<file path="config.mk">
export PLATFORM = sky130hd
export DESIGN_NAME = reg_write_arbiter_flat
export DESIGN_NICKNAME = d
export VERILOG_FILES = /design/src/rtl/reg_write_arbiter_pkg.sv /design/src/rtl/reg_write_arbiter_if.sv /design/src/rtl/reg_write_arbiter_rr.sv /design/src/rtl/reg_write_arbiter.sv /design/src/flat_wrapper.sv
export SDC_FILE = /design/constraint.sdc
export NUM_CORES = 1
export LEC_CHECK = 0
export ABC_AREA = 0
export BUFFER_PORTS_ARGS = -buffer_cell sky130_fd_sc_hd__buf_4
export CAP_MARGIN = 20
export CORE_ASPECT_RATIO = 2
export CORE_MARGIN = 3
export CORE_UTILIZATION = 30
export CTS_BUF_LIST = sky130_fd_sc_hd__clkbuf_4 sky130_fd_sc_hd__clkbuf_8 sky130_fd_sc_hd__clkbuf_16
export DETAILED_ROUTE_END_ITERATION = 8
export PLACE_DENSITY = 0.62
export SLEW_MARGIN = 0
export SYNTH_ARGS = -nofsm -noshare
export SYNTH_HDL_FRONTEND = slang
export SYNTH_SLANG_ARGS = --single-unit
export TNS_END_PERCENT = 10
</file>
<file path="constraint.sdc">
create_clock -name CLK -period 3.8 [get_ports CLK]
set_clock_uncertainty 0.15 [all_clocks]
set_input_delay 0.76 -clock CLK [delete_from_list [all_inputs] [get_ports CLK]]
set_output_delay 0.76 -clock CLK [all_outputs]
set_load 0.005 [all_outputs]
</file>
<file path="src/rtl/reg_write_arbiter_pkg.sv">
// Shared constants and types for the register-file write controller.
//   DATA_WIDTH : register data width
//   ADDR_WIDTH : register address width
//   NUM_REGS   : registers swept by a clear
//   state_t    : controller FSM states
package reg_ctrl_pkg;
  localparam int DATA_WIDTH = 8;
  localparam int ADDR_WIDTH = 3;
  localparam int NUM_REGS   = 2 ** ADDR_WIDTH;

  typedef enum logic {S_RUN, S_CLEAR} state_t;
endpackage

</file>
<file path="src/rtl/reg_write_arbiter_if.sv">
// Two-requester write handshake bundle (port 0 ALU writeback, port 1 load).
//   VALIDn/ADDRn/DATAn : request from requester n
//   READYn             : grant back to requester n (combinational)
//   master : requester side, slave : arbiter side
interface reg_write_arbiter_if;
  import reg_ctrl_pkg::*;

  logic                  VALID0, VALID1;
  logic [ADDR_WIDTH-1:0] ADDR0, ADDR1;
  logic [DATA_WIDTH-1:0] DATA0, DATA1;
  logic                  READY0, READY1;

  modport master (output VALID0, ADDR0, DATA0, VALID1, ADDR1, DATA1,
                  input  READY0, READY1);
  modport slave  (input  VALID0, ADDR0, DATA0, VALID1, ADDR1, DATA1,
                  output READY0, READY1);
endinterface

</file>
<file path="src/rtl/reg_write_arbiter_rr.sv">
// Two-way round-robin arbiter.
//   CLK, RESET : clock, synchronous active-high reset
//   req        : request vector, bit n = requester n
//   en         : grants are allowed this cycle
//   gnt        : one-hot grant (combinational)
// The priority pointer names the port that wins a tie; after any grant it
// moves to the other port, so a continuously contended port alternates.
module rr_arbiter2 (
  input  logic       CLK,
  input  logic       RESET,
  input  logic [1:0] req,
  input  logic       en,
  output logic [1:0] gnt
);
  logic prio;

  always_comb begin
    gnt = 2'b00;
    if (en) begin
      if (req[0] && (!req[1] || !prio)) gnt[0] = 1'b1;
      else if (req[1])                  gnt[1] = 1'b1;
    end
  end

  always_ff @(posedge CLK) begin
    if (RESET)       prio <= 1'b0;
    else if (gnt[0]) prio <= 1'b1;
    else if (gnt[1]) prio <= 1'b0;
  end
endmodule

</file>
<file path="src/rtl/reg_write_arbiter.sv">
// Write-port controller for the 8x8 register file.
//   CLK, RESET : clock, synchronous active-high reset
//   bus        : two-requester valid/ready write handshake
//   CLEAR      : request a zero-fill of every register
//   BUSY       : clear sequence in progress
//   CLEAR_DONE : one-cycle pulse after the last clear write
//   WRITE/INADDRESS/IN : registered write port into the register file
module reg_write_arbiter
  import reg_ctrl_pkg::*;
(
  input  logic                  CLK,
  input  logic                  RESET,
  reg_write_arbiter_if.slave    bus,
  input  logic                  CLEAR,
  output logic                  BUSY,
  output logic                  CLEAR_DONE,
  output logic                  WRITE,
  output logic [ADDR_WIDTH-1:0] INADDRESS,
  output logic [DATA_WIDTH-1:0] IN
);
  localparam logic [ADDR_WIDTH-1:0] LAST = ADDR_WIDTH'(NUM_REGS - 1);

  state_t                state, state_nxt;
  logic [ADDR_WIDTH-1:0] cnt, cnt_nxt;
  logic                  write_nxt, done_nxt;
  logic [ADDR_WIDTH-1:0] addr_nxt;
  logic [DATA_WIDTH-1:0] in_nxt;
  logic [1:0]            gnt;
  logic                  gnt_en;

  // CLEAR beats any request in the same cycle; nothing is granted in reset.
  assign gnt_en = (state == S_RUN) && !CLEAR && !RESET;

  rr_arbiter2 u_arb (
    .CLK   (CLK),
    .RESET (RESET),
    .req   ({bus.VALID1, bus.VALID0}),
    .en    (gnt_en),
    .gnt   (gnt)
  );

  assign bus.READY0 = gnt[0];
  assign bus.READY1 = gnt[1];
  assign BUSY       = (state == S_CLEAR);

  always_comb begin
    state_nxt = state;
    cnt_nxt   = cnt;
    write_nxt = 1'b0;
    addr_nxt  = INADDRESS;
    in_nxt    = IN;
    done_nxt  = 1'b0;
    case (state)
      S_RUN: begin
        if (CLEAR) begin
          state_nxt = S_CLEAR;
          cnt_nxt   = '0;
        end else if (gnt[0]) begin
          write_nxt = 1'b1;
          addr_nxt  = bus.ADDR0;
          in_nxt    = bus.DATA0;
        end else if (gnt[1]) begin
          write_nxt = 1'b1;
          addr_nxt  = bus.ADDR1;
          in_nxt    = bus.DATA1;
        end
      end
      S_CLEAR: begin
        // CLEAR is not looked at here: a re-request during a sweep is dropped.
        write_nxt = 1'b1;
        addr_nxt  = cnt;
        in_nxt    = '0;
        cnt_nxt   = cnt + 1'b1;
        if (cnt == LAST) begin
          state_nxt = S_RUN;
          done_nxt  = 1'b1;
        end
      end
      default: state_nxt = S_RUN;
    endcase
  end

  always_ff @(posedge CLK) begin
    if (RESET) begin
      state      <= S_RUN;
      cnt        <= '0;
      WRITE      <= 1'b0;
      INADDRESS  <= '0;
      IN         <= '0;
      CLEAR_DONE <= 1'b0;
    end else begin
      state      <= state_nxt;
      cnt        <= cnt_nxt;
      WRITE      <= write_nxt;
      INADDRESS  <= addr_nxt;
      IN         <= in_nxt;
      CLEAR_DONE <= done_nxt;
    end
  end
endmodule

</file>
<file path="src/flat_wrapper.sv">
// flat-port wrapper written by rule: the top's interface ports become plain ports
module reg_write_arbiter_flat import reg_ctrl_pkg::*;
  (CLK, RESET, CLEAR, BUSY, CLEAR_DONE, WRITE, INADDRESS, IN, bus_VALID0, bus_ADDR0, bus_DATA0, bus_VALID1, bus_ADDR1, bus_DATA1, bus_READY0, bus_READY1);
  reg_write_arbiter_if bus_i ();
  input  logic CLK;
  input  logic RESET;
  input  logic CLEAR;
  output logic BUSY;
  output logic CLEAR_DONE;
  output logic WRITE;
  output logic [ADDR_WIDTH-1:0] INADDRESS;
  output logic [DATA_WIDTH-1:0] IN;
  input wire logic [$bits(bus_i.VALID0)-1:0] bus_VALID0;
  input wire logic [$bits(bus_i.ADDR0)-1:0] bus_ADDR0;
  input wire logic [$bits(bus_i.DATA0)-1:0] bus_DATA0;
  input wire logic [$bits(bus_i.VALID1)-1:0] bus_VALID1;
  input wire logic [$bits(bus_i.ADDR1)-1:0] bus_ADDR1;
  input wire logic [$bits(bus_i.DATA1)-1:0] bus_DATA1;
  output wire logic [$bits(bus_i.READY0)-1:0] bus_READY0;
  output wire logic [$bits(bus_i.READY1)-1:0] bus_READY1;
  assign bus_i.VALID0 = bus_VALID0;
  assign bus_i.ADDR0 = bus_ADDR0;
  assign bus_i.DATA0 = bus_DATA0;
  assign bus_i.VALID1 = bus_VALID1;
  assign bus_i.ADDR1 = bus_ADDR1;
  assign bus_i.DATA1 = bus_DATA1;
  assign bus_READY0 = bus_i.READY0;
  assign bus_READY1 = bus_i.READY1;
  reg_write_arbiter u_core (.CLK(CLK), .RESET(RESET), .bus(bus_i), .CLEAR(CLEAR), .BUSY(BUSY), .CLEAR_DONE(CLEAR_DONE), .WRITE(WRITE), .INADDRESS(INADDRESS), .IN(IN));
endmodule
</file>
# Yosys cells after proc, flatten, opt, wreduce, memory -nomap -nowiden
# Index checks and enable logic that the tools add are counted.
# word_totals
regBits	18
out_inout_bits	16
wordCells	48
# op_classes
n_addsub	1
n_eq_ne	4
mux	24
n_bitwise	1
reduce_logical	11
# ops
op	n
8-bit two-way mux	3
8-bit case mux with 2 select lines	1
3-bit two-way mux	4
3-bit case mux with 2 select lines	2
1-bit two-way mux	11
1-bit zero test	4
2-bit inequality test (second input constant)	2
1-bit case mux with 2 select lines	2
3-bit by 1-bit adder with 3-bit output (second input constant)	1
3-bit equality test (second input constant)	1
1-bit logical AND	3
3-bit by 1-bit inequality test with 1-bit output (second input constant)	1
2-bit two-way mux	1
2-bit AND reduction	1
2-bit nonzero test	1
2-bit OR reduction	1
1-bit logical OR	1
1-bit inverter	1

# Depth between registers and ports, before layout
# logic_depth
depth_word	9
ltp_mapped	5
mapped_depth_nobuf	5

# Hierarchy
# From an unflattened synthesis, not the netlist that was laid out.
# hier_totals
cells_unflattened	89
hier_area_um2	858.3
# by_module_without_submodules
mod	n_inst	cells_each	area_per_inst_um2
reg_write_arbiter	1	81	803.3
rr_arbiter2	1	8	55.1

# Worst setup path before layout
# OpenSTA, ideal clock, no wires.
# synth_path
path_kind	input -> output
start	input CLEAR
end	output bus_READY1
arrival_time_ps	1527
required_ps	2890
path_slack_ps	1363
path_stages	2
path_cell_list	or4b_2 -> a21oi_1
# synth_via
elab_chain_len	4
# synth_rtl
element	line	rtl
start, declared	flat_wrapper.sv:7	input logic CLEAR;
1-bit zero test	reg_write_arbiter.sv:32	assign gnt_en = (state == S_RUN) && !CLEAR && !RESET;
1-bit logical AND (2 in a row)	reg_write_arbiter.sv:32	
2-bit two-way mux	reg_write_arbiter_rr.sv:19	if (en) begin
end, declared	flat_wrapper.sv:20	output wire logic [$bits(bus_i.READY1)-1:0] bus_READY1;
# No other way between the ends.

# Worst setup path in the final report
# layout_path
start	input RESET
end	output bus_READY1
# layout_via
elab_chain_len	3
# layout_rtl
element	line	rtl
start, declared	flat_wrapper.sv:6	input logic RESET;
1-bit zero test	reg_write_arbiter.sv:32	
1-bit logical AND	reg_write_arbiter.sv:32	
2-bit two-way mux	reg_write_arbiter_rr.sv:19	
# No other way between the ends.

==> impl_summary.md <==
Floorplan
The die span in y is 79.7 um. For this configuration, the core starts out at a cell density of 0.317. Row generation in the floorplan step produced 26 rows. The floorplan step defined a die boundary enclosing 3410 um^2.

The die is 42.8 um wide. The I/O pin total is 43. The region available for standard cell placement spans 2570 um^2.

Worst setup path
The element type at the critical path end is a primary output. The worst register-to-register path has a depth of 4. The highest fanout seen on the critical path is 13. In this run the number of cells on the critical path is 4.

Traced cell by cell, the critical path runs through buf_4 -> or4b_2 -> a21oi_1 -> buf_4. The worst path arrival time is 1.78 ns. The library cell appearing most often on the critical path is sky130_fd_sc_hd__buf_4.

The largest delay contributor family on the critical path is simple AND/OR/NAND/NOR gates. STA puts the critical path data required time at 2.89 ns. The count of buffering cells on the critical path with inverters included is 2. The worst setup path category is input pin to primary output.

STA classifies the critical path startpoint as an input pin. For this run, the slowest stage of the critical path takes 0.61 ns. The slowest cell on the critical path is sky130_fd_sc_hd__or4b_2.

Timing
Setup slack on the critical path of the routed design comes to 1.11 ns. The routed design could run at a clock period as short as 2.69 ns. Dividing the final minimum period by the clock period gives 0.709. Setup violations remaining at the end of the flow were counted as 0. The hold violation count in the final report was 0. The number of max-slew violations in the final report is 0. In the final timing run, aggregate negative setup slack is 0 ns. Setup repair after global routing left no endpoint under its margin. Measured against its own limit, the worst slew margin works out to 0.564. For the pin with the worst max-slew slack, the measured transition is 0.654 ns. The achievable frequency is 0.371 GHz.

Synth
The count of mapped cells out of synthesis is 84. In the synthesized netlist, the cells that appear most often are 18 x sky130_fd_sc_hd__dfxtp_1, 9 x sky130_fd_sc_hd__mux2i_1, 9 x sky130_fd_sc_hd__nor2_1. The area fraction of the dominant cell type after synthesis is 0.442.

The cell area that synthesis handed to floorplanning was 815 um^2. For this run, the register share of the synthesized area comes to 0.442. The post-synthesis cell type count is 20. sky130_fd_sc_hd__dfxtp_1 is the most common cell in the netlist. The flip-flop and latch count after synthesis is 18.

During synthesis, Yosys emitted a total of 0 warnings. Among all flip-flop cells after synthesis, the most frequent one is sky130_fd_sc_hd__dfxtp_1. The number of enable flip-flop cells after synthesis is 0. For this run, asynchronously set or reset flops after synthesis account for 0.

The biggest area consumer among synthesized cells is sky130_fd_sc_hd__dfxtp_1. After synthesis, the cell types taking the most area are sky130_fd_sc_hd__dfxtp_1 44%, sky130_fd_sc_hd__mux2i_1 11%, sky130_fd_sc_hd__o2bb2ai_1 8.6%. When the netlist entered floorplanning its net count stood at 113. Dividing the synthesized area by the synthesized cell count gives 9.70 um^2.

Routing
The number of DRC violations after detailed routing is 0. The count of antenna-violating nets left after detailed routing is 0. Using the TritonRoute via totals, the vias-per-cell ratio works out to 5.06. Across all layers, the routed design uses 779 vias.

After the first detailed-routing iteration, the DRC count stood at 14. The average wire per standard cell is 13.4 um. The detailed-routing iteration count for the pre-antenna-repair pass is 4.

The detailed-route wire length is 2060 um.

Hold path
Counting instances, the worst hold path has a depth of 1. The type of the worst min-delay path is register to register.

CTS
The number of buffers between clock root and the deepest sink is 2. The total clock buffers created by CTS is 3. Hold repair after CTS inserted 0 buffers. The number of instances resized during post-cts repair is 0. The tree is rooted in a sky130_fd_sc_hd__clkbuf_8.

The number of setup buffers added after CTS is 0. TritonCTS built the clock tree. For this design, the sink count on the clock tree is 18.

Clock-pin slew was measured on the worst setup and hold paths at 0.07 ns. In this run the number of H-tree levels came out at 1. Clock latency on the worst-skew pair, taken at its later pin, is 0.25 ns.

Global routing
The overall global routing resource usage is 0.133. The total congestion overflow is 0. Entering global routing, the biggest net connects 23 pins.

The number of global-route vias before repair was 841. The number of antenna violations at the first check in global routing is 0. The first global-routing pass estimated 3610 um of wire.

Power
In this run the power density over the cells is 357 nW/um^2. The completed layout was analyzed and its total power is 429 uW. The maximum vdd ir drop is 211 uV.

The leakage power summed over all cells is 0.574 nW.

Placement
The worst slack after detailed placement is 1.11 ns. Input and output buffers added on the ports amount to 42. The weighted congestion at the end of routability-driven global placement is 0.680. Detailed placement finished with a half-perimeter wire length of 1700 um. After detailed placement, the total cell area comes to 1150 um^2.

Cells and area
In the final layout, the share of cells above drive strength 1 is 0.413. The area growth from synthesis to layout is 47.5%. The fill cell total of the finished layout is 265.

After the last flow step, the layout net total stands at 156. The number of antenna diodes in the final layout is 0. The cell area after layout is 1200 um^2.

Run
Max-cap violations in this run came to 0.

Outcome
The flow ran to the end, and the final reports show no timing, DRC or antenna violations.
## layout by cell type, fill, tap and decap left out
cell type and n:
sky130_fd_sc_hd__a21oi_1 7, sky130_fd_sc_hd__a311oi_1 1, sky130_fd_sc_hd__a32o_1 3, sky130_fd_sc_hd__buf_4 43
sky130_fd_sc_hd__clkbuf_8 4, sky130_fd_sc_hd__dfxtp_1 18, sky130_fd_sc_hd__ha_1 2, sky130_fd_sc_hd__inv_1 2
sky130_fd_sc_hd__mux2i_1 9, sky130_fd_sc_hd__nand2_1 5, sky130_fd_sc_hd__nand3_2 1, sky130_fd_sc_hd__nor2_1 9
sky130_fd_sc_hd__nor3_1 1, sky130_fd_sc_hd__nor3_2 1, sky130_fd_sc_hd__nor3b_1 3, sky130_fd_sc_hd__o21ai_1 1
sky130_fd_sc_hd__o2bb2ai_1 8, sky130_fd_sc_hd__or3_1 5, sky130_fd_sc_hd__or3_2 2, sky130_fd_sc_hd__or4b_2 1
## per-stage QoR
| stage | hold WS, ns | cells | util |
|---|---|---|---|
| floorplan | 0.306 | 84 | - |
| global placement | 0.301 | 150 | 0.446 |
| detailed placement | 0.299 | 150 | 0.446 |
| CTS | 0.325 | 154 | 0.467 |
| global route | 0.335 | 154 | 0.467 |
| finish | 0.320 | 154 | 0.467 |
## power breakdown
part	total (mW)	leakage (nW)	switching, mW	internal (mW)
sequential	0.208	0.147	0.00923	0.198
clock	0.154	0.0288	0.0618	0.0919
combinational	0.0674	0.398	0.0265	0.0409
total	0.429	0.574	0.0976	0.331
## kinds of logic (layout without fill, tap and decap cells)
| group | Yosys count | in the layout | synth area share |
|---|---|---|---|
| AND/OR/NAND/NOR | 28 | 28 | 0.192 |
| AO/OA/AOI/OAI | 20 | 20 | 0.183 |
| flip-flops | 18 | 18 | 0.442 |
| multiplexers | 9 | 9 | 0.111 |
| buffers and inverters | 7 | 49 | 0.0415 |
| adder cells (fa/ha/maj) | 2 | 2 | 0.0307 |
## state kept, by name (all words and copies together) (netlist names)
register / cells
u_core.WRITE: 1
u_core.cnt: 3
u_core.u_arb.prio: 1
u_core.BUSY: 1
u_core.CLEAR_DONE: 1
u_core.INADDRESS: 3
u_core.IN: 8
## final cells by class
type,instances,area [um^2],area share
Timing Repair Buffer,43,323,0.269
Clock buffer,4,55.1,0.0458
Sequential cell,18,360,0.300
Inverter,2,7.51,0.00625
Multi-Input combinational cell,59,420,0.350
Tap cell,28,35.0,0.0292
## metal layers
| layer | global-route usage | wire, um | vias up |
|---|---|---|---|
| met5 | 0 | 0 | - |
| met4 | 0.0280 | 0 | 0 |
| met3 | 0.0339 | 171 | 0 |
| met2 | 0.264 | 1160 | 35 |
| met1 | 0.130 | 726 | 351 |
| li1 | - | - | 393 |
## final timing paths
path	from	to	slack [ns]
worst max-delay path	RESET	bus_READY1	1.11
worst min register to register	u_core.INADDRESS[1]$_SDFFE_PP0P_	u_core.INADDRESS[1]$_SDFFE_PP0P_	0.32
worst max register to register	u_core.BUSY$_SDFF_PP0_	u_core.INADDRESS[2]$_SDFFE_PP0P_	1.63
worst min-delay path	u_core.INADDRESS[1]$_SDFFE_PP0P_	u_core.INADDRESS[1]$_SDFFE_PP0P_	0.32
(Power assumes the default switching activity.)
